`src/rtl/zmod_link_align.sv`:
```
// zmod_link_align
// Receive-side word-alignment controller for the zmod 4-lane LVDS link
// (rxdivclk domain). It hunts for the rotation of SYNC_PATTERN on the raw
// sync-lane byte, verifies that rotation over LOCK_COUNT consecutive valid
// frames, then publishes it as the datapath shift and flags lock. While
// locked it drops back to hunting after LOSS_COUNT consecutive mismatches,
// and it keeps saturating error and relock statistics.
//
// Ports:
//   clk          rx divided clock
//   rst_n        asynchronous active-low reset
//   en           alignment enable, 0 forces IDLE
//   sync_valid   sync_byte is valid this cycle
//   sync_byte    raw deserialised sync-lane byte
//   clear_stats  synchronous clear of err_cnt / relock_cnt
//   shift        rotation for the datapath shifter
//   aligned      link word-aligned
//   state        IDLE=0, HUNT=1, VERIFY=2, LOCKED=3
//   err_cnt      saturating count of mismatches seen while LOCKED
//   relock_cnt   saturating count of LOCKED->HUNT transitions
module zmod_link_align #(
  parameter logic [7:0]  SYNC_PATTERN = 8'b0000_0001,
  parameter int unsigned LOCK_COUNT   = 64,
  parameter int unsigned LOSS_COUNT   = 4,
  parameter int unsigned ERR_W        = 16
) (
  input  logic             clk,
  input  logic             rst_n,
  input  logic             en,
  input  logic             sync_valid,
  input  logic [7:0]       sync_byte,
  input  logic             clear_stats,
  output logic [2:0]       shift,
  output logic             aligned,
  output logic [1:0]       state,
  output logic [ERR_W-1:0] err_cnt,
  output logic [7:0]       relock_cnt
);

  localparam int unsigned RUN_W  = $clog2(LOCK_COUNT + 1);
  localparam int unsigned MISS_W = $clog2(LOSS_COUNT + 1);

  typedef enum logic [1:0] {
    IDLE   = 2'd0,
    HUNT   = 2'd1,
    VERIFY = 2'd2,
    LOCKED = 2'd3
  } state_t;

  function automatic logic [7:0] rotl(input logic [7:0] v, input logic [2:0] k);
    logic [15:0] d;
    d = {v, v} << k;
    return d[15:8];
  endfunction

  function automatic logic [ERR_W-1:0] sat_inc_err(input logic [ERR_W-1:0] v);
    return (&v) ? v : v + ERR_W'(1);
  endfunction

  function automatic logic [7:0] sat_inc_relock(input logic [7:0] v);
    return (&v) ? v : v + 8'd1;
  endfunction

  state_t            state_q, state_d;
  logic [2:0]        shift_q, shift_d;
  logic              aligned_q, aligned_d;
  logic [2:0]        cand_q, cand_d;
  logic [RUN_W-1:0]  run_q, run_d;
  logic [MISS_W-1:0] miss_q, miss_d;
  logic [ERR_W-1:0]  err_q, err_d;
  logic [7:0]        relock_q, relock_d;

  logic              hunt_hit;
  logic [2:0]        hunt_k;
  logic              cand_match;
  logic              shift_match;

  // Scan downwards so the lowest matching rotation wins; this also makes
  // degenerate all-zero / all-one patterns resolve to k=0.
  always_comb begin
    hunt_hit = 1'b0;
    hunt_k   = 3'd0;
    for (int k = 7; k >= 0; k--) begin
      if (sync_byte == rotl(SYNC_PATTERN, 3'(k))) begin
        hunt_hit = 1'b1;
        hunt_k   = 3'(k);
      end
    end
  end

  assign cand_match  = (sync_byte == rotl(SYNC_PATTERN, cand_q));
  assign shift_match = (sync_byte == rotl(SYNC_PATTERN, shift_q));

  always_comb begin
    state_d   = state_q;
    shift_d   = shift_q;
    aligned_d = aligned_q;
    cand_d    = cand_q;
    run_d     = run_q;
    miss_d    = miss_q;
    err_d     = err_q;
    relock_d  = relock_q;

    if (!en) begin
      state_d   = IDLE;
      aligned_d = 1'b0;
      run_d     = '0;
      miss_d    = '0;
    end else begin
      case (state_q)
        IDLE: begin
          aligned_d = 1'b0;
          state_d   = HUNT;
        end
        HUNT: begin
          aligned_d = 1'b0;
          if (sync_valid && hunt_hit) begin
            cand_d  = hunt_k;
            run_d   = RUN_W'(1);
            state_d = VERIFY;
          end
        end
        VERIFY: begin
          if (sync_valid) begin
            if (cand_match) begin
              run_d = run_q + RUN_W'(1);
              if (run_q + RUN_W'(1) == RUN_W'(LOCK_COUNT)) begin
                state_d   = LOCKED;
                shift_d   = cand_q;
                aligned_d = 1'b1;
                miss_d    = '0;
                run_d     = '0;
              end
            end else begin
              // The failing byte is dropped, not re-hunted.
              state_d = HUNT;
              run_d   = '0;
            end
          end
        end
        LOCKED: begin
          if (sync_valid) begin
            if (shift_match) begin
              miss_d = '0;
            end else begin
              err_d  = sat_inc_err(err_q);
              miss_d = miss_q + MISS_W'(1);
              if (miss_q + MISS_W'(1) == MISS_W'(LOSS_COUNT)) begin
                state_d   = HUNT;
                aligned_d = 1'b0;
                relock_d  = sat_inc_relock(relock_q);
                miss_d    = '0;
              end
            end
          end
        end
        default: state_d = IDLE;
      endcase
    end

    if (clear_stats) begin
      err_d    = '0;
      relock_d = '0;
    end
  end

  always_ff @(posedge clk or negedge rst_n) begin
    if (!rst_n) begin
      state_q   <= IDLE;
      shift_q   <= 3'd0;
      aligned_q <= 1'b0;
      cand_q    <= 3'd0;
      run_q     <= '0;
      miss_q    <= '0;
      err_q     <= '0;
      relock_q  <= 8'd0;
    end else begin
      state_q   <= state_d;
      shift_q   <= shift_d;
      aligned_q <= aligned_d;
      cand_q    <= cand_d;
      run_q     <= run_d;
      miss_q    <= miss_d;
      err_q     <= err_d;
      relock_q  <= relock_d;
    end
  end

  assign state      = state_q;
  assign shift      = shift_q;
  assign aligned    = aligned_q;
  assign err_cnt    = err_q;
  assign relock_cnt = relock_q;

endmodule
```
`config.mk`:
```
export PLATFORM = sky130hd
export DESIGN_NAME = zmod_link_align
export DESIGN_NICKNAME = d
export VERILOG_FILES = /design/src/rtl/zmod_link_align.sv
export SDC_FILE = /design/constraint.sdc
export NUM_CORES = 1
export LEC_CHECK = 0
export ABC_AREA = 1
export BUFFER_PORTS_ARGS = -buffer_cell sky130_fd_sc_hd__buf_2
export CORE_MARGIN = 10
export CORE_UTILIZATION = 35
export DETAILED_ROUTE_END_ITERATION = 10
export PLACE_DENSITY_LB_ADDON = 0.12
export SYNTH_ARGS = -nofsm -noshare
export SYNTH_HDL_FRONTEND = slang
export SYNTH_SLANG_ARGS = --single-unit
```
`constraint.sdc`:
```
create_clock -name clk -period 2.25 [get_ports clk]
set_input_delay 0.45 -clock clk [delete_from_list [all_inputs] [get_ports clk]]
set_output_delay 0.45 -clock clk [all_outputs]
set_load 0.02 [all_outputs]
```
# Word-level counts from Yosys, hierarchy flattened
# Index checks and enable logic that the tools add are counted.
[word_totals]
input_bits = 13
wordCells = 119
register_bits = 43
[op_classes]
n_eq_ne = 28
shifts = 2
n_reduce_logical = 17
n_addsub = 4
n_mux = 60
[op_table]
columns = ["operator", "n"]
rows = [
  ["two-way mux 16 bit", 6],
  ["two-way mux 8 bit", 7],
  ["two-way mux 3 bit", 15],
  ["two-way mux 7 bit", 5],
  ["left shift 9 x 3 -> 16 bit, first input constant", 2],
  ["inequality test 3 bit, second input constant", 7],
  ["AND reduction 6 bit", 3],
  ["adder 16 x 1 -> 16 bit, second input constant", 1],
  ["equality test 8 bit", 2],
  ["two-way mux 2 bit", 8],
  ["AND reduction 16 bit", 1],
  ["two-way mux 1 bit", 15],
  ["AND reduction 5 bit", 3],
  ["case mux 7 bit (2 select lines)", 1],
  ["adder 8 x 1 -> 8 bit, second input constant", 1],
  ["equality test 8 x 1 -> 1 bit, second input constant", 1],
  ["equality test 8 x 2 -> 1 bit, second input constant", 1],
  ["equality test 8 x 3 -> 1 bit, second input constant", 1],
  ["equality test 8 x 4 -> 1 bit, second input constant", 1],
  ["equality test 8 x 5 -> 1 bit, second input constant", 1],
  ["equality test 8 x 6 -> 1 bit, second input constant", 1],
  ["equality test 8 x 7 -> 1 bit, second input constant", 1],
  ["equality test 8 bit, second input constant", 1],
  ["case mux 2 bit (4 select lines)", 1],
  ["17 further kinds", 25],
]

# Depth between registers and ports, before layout
# Gate-level depths: netlist of run 1.
[depth]
ltp_word = 13
ltp_mapped = 14
mapped_depth_nobuf = 13

# Worst setup path before layout of run 1
# Ideal clock, no wire load.
[synth_path]
path_kind = "register to register"
startpoint = "register err_q[0] (netlist: err_cnt[0])"
endpoint = "register err_q[6] (netlist: err_cnt[6])"
path_slack_ns = 0.359
arrival_time_ns = 1.796
path_stages_with_launch = 15
n_path_buf = 1
path_cell_list = "dfrtp_1 > ha_1 > nand2_1 > nor2_4 > nand2_1 > nor2_1 > nand4_1 > nand2_1 > inv_1 > nand2_2 > nand2_4 > inv_2 > buf_6 > nand2_1 > o31ai_1"
[synth_via]
elab_chain_cells = 7
elab_cells_between_ends = 10
cone_classes = "add/sub: 1; eq/ne: 1; mux: 6; reduce/logical: 2"
[synth_lines]
columns = ["item", "line_no", "source"]
rows = [
  ["start, declared", "70", "logic [ERR_W-1:0] err_q, err_d;"],
  ["start signal, assigned", "184", "err_q <= err_d;"],
  ["adder 16 x 1 -> 16 bit", "57", "return (&v) ? v : v + ERR_W'(1);"],
  ["two-way mux 16 bit", "57", ""],
  ["two-way mux 16 bit", "143", "if (shift_match) begin"],
  ["two-way mux 16 bit", "142", "if (sync_valid) begin"],
  ["two-way mux 16 bit", "110", "case (state_q)"],
  ["two-way mux 16 bit", "104", "if (!en) begin"],
  ["two-way mux 16 bit", "161", "if (clear_stats) begin"],
]
# Parallel ways exist; a longest one is shown, timed or not. The select of a mux whose other input is x is not followed.
# A chain may end at the register's enable or synchronous reset.

# Final worst setup path of run 1
[layout_path]
startpoint = "register err_q[0] (netlist: err_cnt[0])"
endpoint = "register err_q[8] (netlist: err_cnt[8])"
# The elaborated chain is that of the path after synthesis.

==> impl_results.md, run 1 <==
- Final worst path period share: 89.0%
- Syn_area_per_cell: about 6.6 µm²
- Via Count: 3210
- Worst Tran Pin Value: a little over 0.5 ns
- First-pass GRT wire length: about 15000 µm
- Rows: 35
- Layout cell share with drive strength beyond 1: 13.6%
- Max Cap Viol: 0
- CP cell instances: ha_1, nand2_1, nor2_4, nand2_1, nor2_1, nand4_1, nand2_1, inv_1, nand2_2, buf_4, nor2_1, nand2_1, nand2_1, nor2_1
- Skew-Pair Late Insertion Delay: around 0.30 ns
- RePlAce Congestion: 0.912
- Most Frequent Cell on Critical Path: nand2_1
- Most frequent cell after synthesis: nand2_1
- Hold Vio Cnt, Final: 0
- Synth area leaders: dfrtp_1 (33%), nand2_1 (19%), nand3_1 (7.9%), nor2_1 (7.2%), inv_1 (5.8%)
- Post-CTS sizing: 0
- Setup CP Type: reg2reg
- Critical path's top delay family: simple AND/OR/NAND/NOR gates
- Die area: between 10000 and 15000 µm²
- Top_reg_cell synth: dfrtp_1
- # port buffers: 42
- Final Hold Slack: 0.106 ns
- Yosys top cell by area: dfrtp_1
- Area delta synth->final: 13.6%
- Fin area: between 3000 and 4000 µm²
- Htree depth: 2
- Combinational family with the most area after synthesis: simple AND/OR/NAND/NOR gates
- Pre-antenna DRT Iters: 4
- GRT Overall Usage: 13.6%
- Asr flop ratio synth: between 90% and 100%
- Fin. max-slew vios: 0
- I/O pin count: 43
- Clock-pin slew on the worst setup and hold paths: 0.09 ns
- Initial antenna violation count: 0
- Synth Area in Compound Gates: 6.94%
- Crit path capture type: register
- VDD IR max: 284 µV
- DRT antenna net count: 0
- Drt drc: 0
- Unrepaired setup endpoints after global routing: false
- Final net count: about 560
- Clk sink count: 43
- Mux contribution to synthesized area: 0%
- Worst setup SP type: register
- Period minus WS final: 2.00 ns
- Largest net degree at the start of global routing: 44
- Worst Skew: 0.0112 ns
- Post-Synth XOR/XNOR Area: 5.67%
- Post-CTS Setup Inserts: 0
- Yosys warns: 0
- Crit Path Max Fanout: 10
- CTS tree: done
- Sequential fraction of the synthesis area: 33.2%
- HPWL after DPL: 6620 µm
- Hold buffer count at cts: 0
- Non-filler cells, final: 654
- Total CTS buffers: 5
- Initial cell density of the core: between 30% and 40%
- #FFs+latches synth: 43
- Reg2Reg Setup Slack: roughly 0.25 ns
- Count of cell types in the netlist: 30
- Mapped Cells: 495
- Vias per cell: 4.91
- Clock root buffer: clkbuf_8
- Simple-gate share of the synthesized area: 42.5%
- Adder-cell share of the synthesized area: 3.08%
- Placed cells: ~650
- Power Dens Cells: 511 nW/µm²
- Post-Syn Nets: between 500 and 600
- Top cells by count, synth: nand2_1 (167), nor2_1 (62), nand3_1 (51)
- Top cell type's share of synthesized area: between 30% and 40%
- Core ar.: 9150 µm²
- Die Span Y: 116 µm
- Crit path DAT: 2.24 ns
- Total leakage power: 1.90 nW
- CP max stage delay: 0.41 ns
- Relative slew slack: 65.7%
- Bufs and invs on worst path: 2
- Cell Area, Synth: approximately 3200 µm²
- Die X: around 120 µm
- Status: completed
- Overflow left after global routing: 0
- Setup violators final: 0
- Placement Cell Area: 3600 µm²
- Number of flops mapped to enable cells by yosys: 0
- Mean routed wirelength per cell: 13.5 µm
- Total Wirelength: 8850 µm
- Total Neg Setup Slack: 0 ns
- Hold WC Path Type: in2async
- CP Data Required Time: about 2.5 ns
- Fmax: 500 MHz
- Cell at the slowest stage of the critical path: dfrtp_1
- CTS Buffer Depth: 2
- N_diodes: 0
- Number of global-route vias before repair: about 3100
- Initial DRC Count: 175
-- worst reg2reg max path, stage by stage, from the launching register on --
cell and delay (ns):
dfrtp_1 0.41, ha_1 0.20, nand2_1 0.09, nor2_4 0.15
nand2_1 0.12, nor2_1 0.19, nand4_1 0.13, nand2_1 0.08
inv_1 0.04, nand2_2 0.11, buf_4 0.20, nor2_1 0.06
nand2_1 0.05, nand2_1 0.05, nor2_1 0.08
-- final cells by class --
type	instances	area (µm²)
sequential	43	1080
clock inverter	2	12.5
timing repair buffer	51	290
clock buffer	6	72.6
fill	981	5470
multi-input combinational	387	1890
inverter	54	205
tap	111	139
-- cell families after synthesis --
family / after synthesis
xor gates and xnor gates: 21
adders and majority gates: 8
and+or+nand+nor: 318
buffers and inverters: 65
AOI/OAI and AO/OA: 40
DFF: 43
-- sequential cells by signal, summed over array words and instances, names as in the netlist --
register,count
err_cnt,16
relock_cnt,8
run_q,7
cand_q,3
miss_q,3
shift,3
state,2
aligned,1
-- placed cells by master, fill, tap and decap left out, types with 2 or more instances in the layout --
cell type | netlist | routed
nand2_1 | 167 | 167
nor2_1 | 62 | 62
nand3_1 | 51 | 51
inv_1 | 50 | 50
buf_2 | 2 | 42
dfrtp_1 | 43 | 41
o21ai_0 | 21 | 21
nand4_1 | 20 | 20
xor2_1 | 20 | 20
o31ai_1 | 8 | 8
ha_1 | 8 | 8
buf_4 | 3 | 8
a21oi_1 | 5 | 5
clkbuf_8 | 0 | 5
o21ai_1 | 4 | 4
nor3_1 | 4 | 4
inv_2 | 4 | 3
nand2_2 | 3 | 3
nand3_2 | 2 | 2
nor2_4 | 2 | 2
nand3b_1 | 2 | 2
dfrtp_2 | 0 | 2
-- power by group --
part	leakage [nW]	switching, mW	total [mW]	internal, mW
sequential	0.582	0.0702	0.885	0.815
clock	0.0412	0.295	0.513	0.218
combinational	1.28	0.341	0.486	0.145
-- path summary, 6_finish.rpt --
| kind | startpoint | to | depth (start not counted) |
|---|---|---|---|
| setup / recovery | err_cnt[0] | err_cnt[8] | 14 |
| hold / removal | rst_n | err_cnt[9] | 2 |
| setup reg to reg | err_cnt[0] | err_cnt[8] | 14 |
| hold reg to reg | miss_q[2] | miss_q[2] | 2 |
| max in group asynchronous | rst_n | cand_q[2] | 2 |
| min in group clk | en | run_q[0] | 3 |
-- per-stage QoR --
step | utilization (%) | power (mW) | worst slack, ns
3_5_place_dp | 39.3 | 1.38 | 0.146
3_3_place_gp | 39.3 | 1.38 | 0.155
6_report | 40.3 | 1.88 | 0.248
5_1_grt | 40.3 | 2.01 | 0.0139
4_1_cts | 40.2 | 1.91 | 0.137
2_1_floorplan | - | 1.23 | 0.359
-- layer usage --
layer  routed length, µm  up-vias  global-route usage [%]
met2                3940       67                    21.3
li1                    -     1680                       -
met5                   0        -                       0
met4                  78        0                    3.34
met1                4390     1457                    18.8
met3                 436        6                    2.41
Note: power is estimated with default switching activity, not from simulation.
==> run 2: changes to the inputs <==
Settings changed: MAX_ROUTING_LAYER from default to met4.
Clock period 2.25 ns to 2.1 ns, I/O delays scaled along.
==> run 2 against run 1 <==
Hold slack better by 0.090 ns. Global-route usage up 0.31 points. Clock skew shrank 0.0032 ns. Worst setup slack worse by 0.030 ns. Critical path type unchanged. Critical endpoint is now err_cnt[3]. Largest cell class unchanged. Largest power group unchanged.
==> impl_results.md, run 2 (same netlist as run 1, synthesis figures left out) <==
- Status: completed
- CTS tree: done
- Critical path's top delay family: simple AND/OR/NAND/NOR gates
- Rows: 35 (unchanged)
- Crit Path Max Fanout: 7 (-3)
- Max Cap Viol: 0 (unchanged)
- Cell at the slowest stage of the critical path: dfrtp_1
- # port buffers: 42 (unchanged)
- Area delta synth->final: 18.8%
- Overflow left after global routing: 0 (unchanged)
- Relative slew slack: 61.3% (-4.4 points)
- Mean routed wirelength per cell: 13.3 µm (-2.0%)
- Core ar.: 9150 µm² (unchanged)
- Pre-antenna DRT Iters: 5 (+1)
- Via Count: 3307 (+3.0%)
- Die Span Y: 116 µm (unchanged)
- Drt drc: 0 (unchanged)
- Hold WC Path Type: in2async
- CP cell instances: ha_1, nand2_1, nor2_4, nand2_2, nor2_2, nand4_1, nand2_1, inv_1, nand2_4, buf_4, o21ai_0, a21oi_1
- Total Neg Setup Slack: 0 ns (unchanged)
- Most frequent cells in the layout: nand2_1 (166), nor2_1 (59), inv_1 (50), nand3_1 (50)
- Htree depth: 2 (unchanged)
- First-pass GRT wire length: 15000 µm (-0.46%)
- Initial DRC Count: 249 (+42%)
- CTS Buffer Depth: 2 (unchanged)
- Power Dens Cells: 589 nW/µm² (+15%)
- Clk sink count: 43 (unchanged)
- Worst Tran Pin Value: 0.580 ns (+0.0663 ns)
- Hold buffer count at cts: 0 (unchanged)
- N_diodes: 0 (unchanged)
- Skew-Pair Late Insertion Delay: 0.30 ns (about the same)
- Worst setup SP type: register
- Initial cell density of the core: 35.5% (unchanged)
- Total Wirelength: 8860 µm (+0.15%)
- Total CTS buffers: 5 (unchanged)
- HPWL after DPL: 6760 µm (+2.1%)
- Total leakage power: 2.00 nW (+4.9%)
- Largest net degree at the start of global routing: 44 (unchanged)
- Worst Skew: 0.00800 ns (-0.00321 ns)
- R2R cell count: 12 (-2)
- Initial antenna violation count: 0 (unchanged)
- Final Hold Slack: 0.197 ns (+0.0903 ns)
- Placement Cell Area: 3640 µm² (+1.1%)
- Clock-pin slew on the worst setup and hold paths: 0.09 ns (about the same)
- CP Data Required Time: 2.33 ns (-0.16 ns)
- GRT Overall Usage: 13.9% (+0.31 points)
- # fillers: 978 (-0.31%)
- Vias per cell: 4.95 (+0.86%)
- Worst path depth: 12 (-2)
- Fmax: 531 MHz (+6.4%)
- Setup CP Type: reg2reg
- Clock root buffer: clkbuf_8
- Bufs and invs on worst path: 2 (unchanged)
- Crit path capture type: register
- VDD IR max: 348 µV (+22%)
- Fin. max-slew vios: 0 (unchanged)
- Layout cell share with drive strength beyond 1: 16.7% (+3.1 points)
- Crit path DAT: 2.11 ns (-0.13 ns)
- Hold Vio Cnt, Final: 0 (unchanged)
- Final net count: 577 (+2.5%)
- Setup violators final: 0 (unchanged)
- Most common cell after layout, fill and taps aside: nand2_1
- Max reg flops: 16 (unchanged)
- Die X: 116 µm (unchanged)
- I/O pin count: 43 (unchanged)
- CP max stage delay: 0.40 ns (about the same)
- Final worst path period share: 89.6% (+0.64 points)
- Period minus WS final: 1.88 ns (-0.120 ns)
- Number of global-route vias before repair: 3151 (+1.6%)
- RePlAce Congestion: 0.904 (-0.89%)
- Die area: 13500 µm² (unchanged)
- Most Frequent Cell on Critical Path: nand2_1
- Fin area: 3850 µm² (+4.5%)
- DRT antenna net count: 0 (unchanged)
-- run 2: per-layer routing --
| metal | vias to the layer above | global-route usage, % | share of wire, % |
|---|---|---|---|
| met1 | 1508 | 18.5 | 49 |
| met4 | 0 | 3.42 | 1.1 |
| met3 | 7 | 2.31 | 4.4 |
| met2 | 74 | 21.5 | 45 |
| li1 | 1718 | - | - |
| met5 | - | - | 0 |
-- run 2: worst reg2reg max path: stages (launching register included) --
cell and delay [ns]:
dfrtp_1 0.40, ha_1 0.19, nand2_1 0.09, nor2_4 0.17
nand2_2 0.10, nor2_2 0.14, nand4_1 0.12, nand2_1 0.08
inv_1 0.06, nand2_4 0.10, buf_4 0.17, o21ai_0 0.08
a21oi_1 0.13
-- run 2: final timing paths --
path                       slack, ns       start    endpoint
setup / recovery                0.22  err_cnt[0]  err_cnt[3]
hold / removal                  0.20       rst_n  err_cnt[5]
setup reg to reg                0.22  err_cnt[0]  err_cnt[3]
hold reg to reg                 0.51   miss_q[2]   miss_q[2]
max in group asynchronous       1.47       rst_n   cand_q[1]
min in group clk                0.46          en    run_q[0]
-- run 2: metrics by stage --
stage               worst slack (ns)  cells  total power [mW]  utilization (%)
finish                         0.218    668              2.27             42.1
global route               -0.000747    668              2.42             42.1
CTS                           0.0597    661              2.28             41.2
detailed placement            0.0193    653              1.49             39.7
global placement              0.0279    653              1.49             39.7
floorplan                      0.209    495              1.32                -
-- run 2: power breakdown --
| group | internal, mW | leakage [nW] | switching, mW | total [mW] |
|---|---|---|---|---|
| Clock | 0.476 | 0.0654 | 0.297 | 0.773 |
| Sequential | 0.872 | 0.582 | 0.0666 | 0.939 |
| Combinational | 0.177 | 1.35 | 0.383 | 0.560 |
| Total | 1.53 | 2.00 | 0.746 | 2.27 |
-- run 2: final cells by class --
type	instances	area, µm²	area share (%)
inverters	54	213	5.52
clock buffers	6	72.6	1.88
well taps	111	139	3.60
repair buffers	64	375	9.74
multi-input cells	388	1920	49.8
clock inverters	2	60.1	1.56
flip-flops and latches	43	1080	27.9
-- run 2: repair_timing --
action,4_1_cts,5_1_grt
setup endpoints to repair,2,24
gates cloned,0,1
setup buffers,0,6
pin swaps,0,3
gates resized for setup,1,11
